==> src/rtl/nine_segment_pkg.sv <==
// Shared types and glyph patterns for the nine-segment message path.
// Pattern bit index is row*3+col, with row 0 at the top and col 0 at the left.
package nine_segment_pkg;

  typedef logic [8:0] segment_t;
  typedef logic [3:0] glyph_code_t;

  // Type of the downstream converter's segments port.
  typedef segment_t converter_segments_t;

  localparam segment_t GLYPH_BLANK    = 9'b000000000;
  localparam segment_t GLYPH_FULL     = 9'b111111111;
  localparam segment_t GLYPH_CENTRE   = 9'b000010000;
  localparam segment_t GLYPH_PLUS     = 9'b010111010;
  localparam segment_t GLYPH_X        = 9'b101010101;
  localparam segment_t GLYPH_FRAME    = 9'b111101111;
  localparam segment_t GLYPH_ROW_TOP  = 9'b000000111;
  localparam segment_t GLYPH_ROW_MID  = 9'b000111000;
  localparam segment_t GLYPH_ROW_BOT  = 9'b111000000;
  localparam segment_t GLYPH_COL_LEFT = 9'b001001001;
  localparam segment_t GLYPH_COL_MID  = 9'b010010010;
  localparam segment_t GLYPH_COL_RGT  = 9'b100100100;
  localparam segment_t GLYPH_DIAG     = 9'b100010001;

  typedef enum logic [1:0] {
    IDLE,
    SHOW,
    GAP
  } seq_state_t;

endpackage

==> src/rtl/nine_segment_glyph_decoder.sv <==
// Combinational lookup from a 4-bit glyph code to its 3x3 segment pattern.
module nine_segment_glyph_decoder
  import nine_segment_pkg::*;
(
  input  glyph_code_t code,
  output segment_t    pattern
);

  // Reserved codes D-F fall through to blank.
  always_comb begin
    pattern = GLYPH_BLANK;
    case (code)
      4'h1:    pattern = GLYPH_FULL;
      4'h2:    pattern = GLYPH_CENTRE;
      4'h3:    pattern = GLYPH_PLUS;
      4'h4:    pattern = GLYPH_X;
      4'h5:    pattern = GLYPH_FRAME;
      4'h6:    pattern = GLYPH_ROW_TOP;
      4'h7:    pattern = GLYPH_ROW_MID;
      4'h8:    pattern = GLYPH_ROW_BOT;
      4'h9:    pattern = GLYPH_COL_LEFT;
      4'hA:    pattern = GLYPH_COL_MID;
      4'hB:    pattern = GLYPH_COL_RGT;
      4'hC:    pattern = GLYPH_DIAG;
      default: pattern = GLYPH_BLANK;
    endcase
  end

endmodule

==> src/rtl/nine_segment_message_sequencer.sv <==
// Buffers a short glyph message and plays it as a looping sequence of
// held glyphs with optional blank gaps, feeding the nine-segment converter.
module nine_segment_message_sequencer
  import nine_segment_pkg::*;
#(
  parameter int DEPTH       = 8,
  parameter int HOLD_CYCLES = 3000,
  parameter int GAP_CYCLES  = 300
) (
  input  logic                       clk,
  input  logic                       reset,
  input  logic                       wr_valid,
  input  glyph_code_t                wr_code,
  output logic                       wr_ready,
  input  logic                       clear,
  input  logic                       run,
  output converter_segments_t        segments,
  output logic [$clog2(DEPTH+1)-1:0] count,
  output logic                       wrap
);

  localparam int CW   = $clog2(DEPTH + 1);
  localparam int IW   = $clog2(DEPTH);
  localparam int TMAX = (HOLD_CYCLES > GAP_CYCLES) ? HOLD_CYCLES : GAP_CYCLES;
  localparam int TW   = $clog2(TMAX + 1);

  localparam logic [TW-1:0] HOLD_LOAD = TW'(HOLD_CYCLES - 1);
  localparam logic [TW-1:0] GAP_LOAD  = (GAP_CYCLES > 0) ? TW'(GAP_CYCLES - 1) : '0;

  seq_state_t      state, state_next;
  logic [IW-1:0]   idx, idx_next, idx_adv;
  logic [CW-1:0]   idx_plus;
  logic [TW-1:0]   timer, timer_next;
  logic            wrap_next;
  logic            blank_next;
  logic            wr_fire;
  glyph_code_t     msg_buf [DEPTH];
  segment_t        rd_pattern;

  assign wr_ready = !reset && !clear && (count < CW'(DEPTH));
  assign wr_fire  = wr_valid && wr_ready;

  // Next glyph in the loop, wrapping on the count seen this cycle.
  always_comb begin
    idx_plus = CW'(idx) + CW'(1);
    idx_adv  = (idx_plus >= count) ? '0 : IW'(idx_plus);
  end

  always_comb begin
    state_next = state;
    idx_next   = idx;
    timer_next = timer;
    wrap_next  = 1'b0;
    blank_next = 1'b1;
    if (clear) begin
      state_next = IDLE;
      idx_next   = '0;
      timer_next = '0;
    end else begin
      case (state)
        IDLE: begin
          idx_next = '0;
          if (run && count != '0) begin
            state_next = SHOW;
            timer_next = HOLD_LOAD;
            wrap_next  = 1'b1;
            blank_next = 1'b0;
          end
        end
        SHOW: begin
          if (!run) begin
            state_next = IDLE;
            idx_next   = '0;
          end else if (timer != '0) begin
            timer_next = timer - TW'(1);
            blank_next = 1'b0;
          end else if (GAP_CYCLES > 0) begin
            state_next = GAP;
            timer_next = GAP_LOAD;
          end else begin
            idx_next   = idx_adv;
            timer_next = HOLD_LOAD;
            wrap_next  = (idx_adv == '0);
            blank_next = 1'b0;
          end
        end
        GAP: begin
          if (!run) begin
            state_next = IDLE;
            idx_next   = '0;
          end else if (timer != '0) begin
            timer_next = timer - TW'(1);
          end else begin
            state_next = SHOW;
            idx_next   = idx_adv;
            timer_next = HOLD_LOAD;
            wrap_next  = (idx_adv == '0);
            blank_next = 1'b0;
          end
        end
        default: begin
          state_next = IDLE;
          idx_next   = '0;
        end
      endcase
    end
  end

  // Decode the glyph that will be on display after the coming edge.
  nine_segment_glyph_decoder u_decoder (
    .code    (msg_buf[idx_next]),
    .pattern (rd_pattern)
  );

  always_ff @(posedge clk) begin
    if (wr_fire) begin
      msg_buf[IW'(count)] <= wr_code;
    end
  end

  always_ff @(posedge clk) begin
    if (reset) begin
      state    <= IDLE;
      idx      <= '0;
      timer    <= '0;
      segments <= GLYPH_BLANK;
      wrap     <= 1'b0;
      count    <= '0;
    end else begin
      state    <= state_next;
      idx      <= idx_next;
      timer    <= timer_next;
      segments <= blank_next ? GLYPH_BLANK : rd_pattern;
      wrap     <= wrap_next;
      if (clear) begin
        count <= '0;
      end else if (wr_fire) begin
        count <= count + CW'(1);
      end
    end
  end

endmodule

==> config.mk <==
export PLATFORM = sky130hd
export DESIGN_NAME = nine_segment_message_sequencer
export DESIGN_NICKNAME = d
export VERILOG_FILES = /design/src/rtl/nine_segment_pkg.sv /design/src/rtl/nine_segment_glyph_decoder.sv /design/src/rtl/nine_segment_message_sequencer.sv
export SDC_FILE = /design/constraint.sdc
export NUM_CORES = 1
export LEC_CHECK = 0
export ABC_AREA = 1
export CAP_MARGIN = 20
export CORE_MARGIN = 3
export CORE_UTILIZATION = 64
export CTS_BUF_LIST = sky130_fd_sc_hd__clkbuf_4 sky130_fd_sc_hd__clkbuf_8
export DETAILED_ROUTE_END_ITERATION = 10
export PLACE_DENSITY = 0.88
export SLEW_MARGIN = 10
export SYNTH_ARGS = -nofsm -noshare
export SYNTH_HDL_FRONTEND = slang
export SYNTH_SLANG_ARGS = --single-unit
==> constraint.sdc <==
create_clock -name clk -period 6.91 [get_ports clk]
set_input_delay 1.382 -clock clk [delete_from_list [all_inputs] [get_ports clk]]
set_output_delay 1.382 -clock clk [all_outputs]
set_load 0.02 [all_outputs]
==> metrics.csv, run 1 <==
stage;metric;value;unit
cells_and_area;layout.nets;471;
grt;grt_pass1_wl;13.22;mm
critical_path;crit_start;clear;
route;wire_per_inst;15.25;µm
flow_run;maxCapViolCount;0;
timing;tightest_slew;0.6117;ns
clocking;hold_buffers;0;
clocking;cts_resized;0;
synth;syn_area;0.003516;mm²
route;wl;7.915;mm
status;status;complete, no violations;
timing;min_period;4.878;ns
critical_path;cp.arrival;3.50;ns
clocking;path_clk_slew;0.06;ns
hold_path;holdCritPathClass;register to register;
clocking;cts_sinks;63;
synth;ys_ff_latch;63;
timing;rsz0062_at_grt;false;
grt;grt_pass1_vias;2845;
floorplanning;core;0.005205;mm²
pwr;power.density;214.6;mW/mm²
route;dr.pass1.iters;6;
synth;yosysMostFrequentCell;nand2_1;
route;drc;0;
grt;antenna_found_initial;0;
timing;hold_viol;0;
clocking;clk_root_buffer_cell;clkbuf_8;
critical_path;cp_max_fo;15;
timing;worst_slack;2.032;ns
critical_path;worstPathRequired;5.53;ns
synth;synth-edff-count;32;
clocking;cts_buffer_depth;2;
timing;setup-violations-final;0;
placement;dp_hpwl;5.430;mm
clocking;cts_max_level;3;
synth;synth.net_count;442;
synth;synth_area_per_cell;8.472;µm²
route;first_iter_violations;230;
synth;yosys_most_used_dff;edfxtp_1;
route;vias;2978;
route;ant_nets;0;
clocking;cts_setup_buffers;0;
synth;synthArstFlopShare;0;
route;via_per_inst;5.738;
hold_path;min_from;state[0];
pwr;ir_drop;0.2155;mV
clocking;cts_buffers;9;
floorplanning;die_area;0.006419;mm²
synth;yosysSeqAreaShare;0.4498;
synth;ys_types;39;
timing;fmax;205.0;MHz
critical_path;end_kind;primary output;
timing;slew_violations;0;
critical_path;r2r-start;count[1];
grt;grt-ovfl-total;0;
synth;synth_cells;415;
floorplanning;die_w;80.12;µm
timing;holdWs;0.5082;ns
grt;grt_usage;0.2703;
placement;pre_cts_slack;2.132;ns
cells_and_area;fillers;358;
critical_path;start_kind;input port;
floorplanning;num_io_pins;24;
timing;slew_headroom;0.5891;
critical_path;path_class;input port to primary output;
floorplanning;start_util;0.6755;
cells_and_area;drive_gt1_frac;0.1336;
synth;synth-warning-count;0;
placement;place_congestion;0.9662;
synth;synth.area.top_cells;edfxtp_1, dfxtp_1, nand2_1, ha_1, nand3_1;
cells_and_area;antenna_cells;0;
synth;synth_top_area_frac;0.2733;
timing;tns;0;ns
floorplanning;rows;26;
placement;io_buffers;23;
timing;fin_skew;0.01021;ns
grt;grt_start_max_net_pins;20;
floorplanning;die_h;80.12;µm
clocking;cts_tree;done;
timing;min_period_over_period;0.7059;
clocking;clkLatencyLatePin;0.35;ns
pwr;p_leak;1.706;nW
synth;synth_top_area_cell;edfxtp_1;
cells_and_area;syn2layout_area_growth;14.13;%
synth;synthTopCellsByCount;nand2_1, inv_1, nand3_1, edfxtp_1, dfxtp_1;
## report_power, final
group	switching, mW	total, mW	internal (mW)
Sequential	0.00358	0.400	0.397
Clock	0.150	0.362	0.212
Combinational	0.0677	0.0992	0.0315
## registers in the layout, indices dropped and copies added (netlist names)
signal / flops
state: 2
timer: 12
wrap: 1
segments: 9
msg_buf: 32
idx: 3
count: 4
## layer usage
metal  global-route usage  wire length (µm)  up-vias
met2               0.4379              3768      135
met1               0.3538              3402     1372
met3              0.05830               559       26
li1                     -                 -     1445
met4               0.1047               184        0
met5                    0                 0        -
## critical path, stage by stage
cell	delay [ns]
clkdlybuf4s50_1	0.53
nor2_1	0.37
inv_1	0.35
nor2_1	0.22
clkdlybuf4s50_1	0.63
## layout make-up
type	instances	area [µm²]	area share
clock buffer	11	138.9	0.03461
clock inverter	5	83.83	0.02089
timing repair buffer	23	230.2	0.05737
multi-input combinational	290	1675	0.4175
tap	70	87.58	0.02183
inverter	57	215.2	0.05363
sequential	63	1582	0.3941
## worst paths after layout
kind | slack, ns | end | cells after the start
setup reg to reg | 3.80 | segments[4] | 19
hold reg to reg | 0.51 | state[0] | 2
hold / removal | 0.51 | state[0] | 2
setup / recovery | 2.03 | wr_ready | 5
## metrics by stage
step / util / instances / area, µm² / power (mW)
after floorplan: - / 415 / 3516 / 0.4761
after CTS: 0.7709 / 519 / 4013 / 0.8601
after detailed placement: 0.7281 / 503 / 3790 / 0.5039
final: 0.7709 / 519 / 4013 / 0.8612
after global routing: 0.7709 / 519 / 4013 / 0.8907
after global placement: 0.7281 / 503 / 3790 / 0.5016
## cell usage in the layout, fill, tap and decap left out, types with 2 or more instances in the layout
cell type | netlist | layout
a31oi_1 | 2 | 2
nand2_4 | 3 | 3
clkinvlp_4 | 0 | 2
nand2_2 | 17 | 17
nor3_1 | 7 | 7
a21oi_1 | 20 | 20
xor2_1 | 6 | 6
clkbuf_8 | 0 | 9
a221oi_1 | 7 | 7
bufinv_16 | 0 | 2
o21ai_1 | 2 | 2
clkdlybuf4s50_1 | 0 | 23
nor2_4 | 5 | 5
nand3_1 | 41 | 41
clkbuf_4 | 0 | 2
a21oi_2 | 2 | 2
ha_1 | 18 | 18
dfxtp_1 | 31 | 31
nor2_1 | 27 | 27
o21ai_0 | 16 | 16
edfxtp_1 | 32 | 32
inv_1 | 52 | 52
nand3b_1 | 4 | 4
inv_2 | 4 | 4
nor2_2 | 3 | 3
nand2_1 | 89 | 89
nand3_2 | 5 | 5
nand4_1 | 5 | 5
## cell families after synthesis
logic type	Yosys count	share of synthesized area
and+or+nand+nor	212	0.3064
DFF	63	0.4498
buffers and inverters	62	0.07366
AOI/OAI and AO/OA	54	0.09111
adders and majority gates	18	0.06406
xor gates and xnor gates	6	0.01495
(Power assumes the default switching activity.)
==> run 2: changes to the inputs <==
--- a/config.mk
+++ b/config.mk
@@ -8,10 +8,10 @@
 export ABC_AREA = 1
 export CAP_MARGIN = 20
 export CORE_MARGIN = 3
-export CORE_UTILIZATION = 64
+export CORE_UTILIZATION = 55
 export CTS_BUF_LIST = sky130_fd_sc_hd__clkbuf_4 sky130_fd_sc_hd__clkbuf_8
 export DETAILED_ROUTE_END_ITERATION = 10
-export PLACE_DENSITY = 0.88
+export PLACE_DENSITY = 0.8
 export SLEW_MARGIN = 10
 export SYNTH_ARGS = -nofsm -noshare
 export SYNTH_HDL_FRONTEND = slang
==> constraint.sdc (replaced) <==
create_clock -name clk -period 4.35 [get_ports clk]
set_input_delay 0.87 -clock clk [delete_from_list [all_inputs] [get_ports clk]]
set_output_delay 0.87 -clock clk [all_outputs]
set_load 0.02 [all_outputs]
==> metrics.csv, run 2 (synthesized netlist as in run 1, its figures left out) <==
stage;metric;value;unit
status;status;complete, no violations;
critical_path;reg2reg_setup_slack;1.24;ns
critical_path;path_buf_inv;3;
critical_path;path_class;input port to primary output;
clocking;hold_buffers;0;
timing;setup-violations-final;0;
route;via_per_inst;5.496;
route;first_iter_violations;279;
timing;fmax;281.3;MHz
timing;min_period;3.555;ns
timing;hold_viol;0;
route;wire_per_inst;14.11;µm
clocking;cts_max_level;3;
critical_path;cp_max_fo;6;
floorplanning;num_io_pins;24;
pwr;switching_share;0.2550;
clocking;path_clk_slew;0.07;ns
cells_and_area;reg_top3;msg_buf: 32 flops, timer: 12 flops, segments: 9 flops;
pwr;p_comb_frac;0.117;
critical_path;slowest_delay;0.63;ns
pwr;power.density;334.4;mW/mm²
critical_path;start_kind;input port;
grt;grt_pass1_vias;2753;
critical_path;r2r_end;segments[4];
grt;grt_pass1_wl;12.62;mm
pwr;p_sw;342.2;µW
timing;rsz0062_at_grt;false;
cells_and_area;syn2layout_area_growth;14.13;%
pwr;p_seq_frac;0.474;
critical_path;worstPathRequired;3.48;ns
clocking;cts_sinks;63;
clocking;cts_tree;done;
route;ant_nets;0;
grt;antenna_found_initial;0;
clocking;cts_resized;0;
timing;slew_headroom;0.6051;
critical_path;r2r_cells;20;
cells_and_area;drive_gt1_frac;0.1292;
hold_path;min_from;timer[10];
critical_path;end_kind;primary output;
placement;place_congestion;0.8521;
critical_path;worstPathCellList;clkdlybuf4s50_1 > nor2_1 > inv_1 > nor2_1 > clkdlybuf4s50_1;
timing;slew_violations;0;
pwr;power;1.342;mW
critical_path;path_delay_family;buffers and inverters;
route;wl;7.395;mm
timing;tightest_slew;0.5878;ns
cells_and_area;final_cell_mix;nand2_1, inv_1, nand3_1;
cells_and_area;largest_register_ffs;32;
floorplanning;start_util;0.5801;
clocking;clkLatencyLatePin;0.34;ns
cells_and_area;antenna_cells;0;
timing;tns;0;ns
cells_and_area;final_common_cell;nand2_1;
hold_path;holdCritPathClass;register to register;
pwr;clock_power_share;0.409;
flow_run;maxCapViolCount;0;
floorplanning;die_area;0.007388;mm²
route;vias;2880;
clocking;cts_setup_buffers;0;
timing;min_period_over_period;0.8171;
cells_and_area;regMostFlops;msg_buf;
floorplanning;rows;28;
grt;grt_start_max_net_pins;20;
cells_and_area;layout.nets;472;
grt;grt_usage;0.2166;
hold_path;whs_path_depth;2;
timing;fin_skew;0.008262;ns
clocking;cts_buffer_depth;2;
placement;dp_hpwl;5.398;mm
pwr;p_leak;1.709;nW
clocking;clk_root_buffer_cell;clkbuf_8;
floorplanning;core;0.006061;mm²
pwr;ir_drop;0.2792;mV
placement;io_buffers;23;
critical_path;crit_path_top_delay_cell;clkdlybuf4s50_1;
clocking;cts_buffers;9;
route;drc;0;
floorplanning;die_w;85.96;µm
pwr;intPower;999.5;µW
hold_path;hold_path_end;timer[10];
floorplanning;die_h;85.96;µm
route;dr.pass1.iters;5;
critical_path;r2r-start;idx[0];
grt;grt-ovfl-total;0;
critical_path;cp.arrival;2.68;ns
## run 2: cell types whose count changed in the layout (fill, tap and decap cells not counted)
cell | before | now
clkbuf_4 | 2 | 0
clkinv_1 | 0 | 2
clkinvlp_4 | 2 | 0
buf_4 | 0 | 1
inv_6 | 0 | 1
## run 2: worst max-delay path by stage
stage,cells past startpoint,startpoint,slack [ns],end
final,5,clear,0.80,wr_ready
after CTS,5,clear,0.80,wr_ready
after global placement,5,clear,0.87,wr_ready
after global routing,5,clear,0.67,wr_ready
after floorplan,20,count[1],1.62,segments[4]
after detailed placement,5,clear,0.80,wr_ready
## run 2: tightest hold or removal path, cell delays in order, from the launching register on
cell,delay [ns]
dfxtp_1,0.31
inv_2,0.09
a21oi_1,0.07
## run 2: per-stage QoR
| stage | worst slack (ns) | utilization | cells | instance area (µm²) | hold WS (ns) |
|---|---|---|---|---|---|
| 5_1_grt | 0.6729 | 0.6621 | 524 | 4013 | 0.5463 |
| 3_5_place_dp | 0.8010 | 0.6276 | 509 | 3804 | 0.4927 |
| 6_report | 0.7954 | 0.6621 | 524 | 4013 | 0.5052 |
| 3_3_place_gp | 0.8738 | 0.6276 | 509 | 3804 | 0.4902 |
| 2_1_floorplan | 1.618 | - | 415 | 3516 | 0.4641 |
| 4_1_cts | 0.7954 | 0.6621 | 524 | 4013 | 0.5033 |
## run 2: per-layer routing
| layer | wire length [µm] | vias to the layer above | global-route usage |
|---|---|---|---|
| met5 | 0 | - | 0 |
| met4 | 148 | 0 | 0.08345 |
| met3 | 546 | 16 | 0.05764 |
| met2 | 3279 | 124 | 0.3273 |
| met1 | 3421 | 1299 | 0.2965 |
| li1 | - | 1441 | - |
## run 2: power groups by stage
| stage | registers, mW | logic [mW] | clock network (mW) |
|---|---|---|---|
| global placement | 0.649 | 0.151 | 0 |
| CTS | 0.636 | 0.154 | 0.554 |
| finish | 0.636 | 0.157 | 0.549 |
| global route | 0.636 | 0.175 | 0.589 |
| detailed placement | 0.649 | 0.152 | 0 |
| floorplan | 0.650 | 0.106 | 0 |
## run 2: area by class of cell
type	count	area, µm²
sequential	63	1582
timing repair buffer	24	237.7
inverter	57	215.2
clock inverter	6	85.08
tap	75	93.84
multi-input combinational	290	1675
clock buffer	9	123.9
fill	488	2048
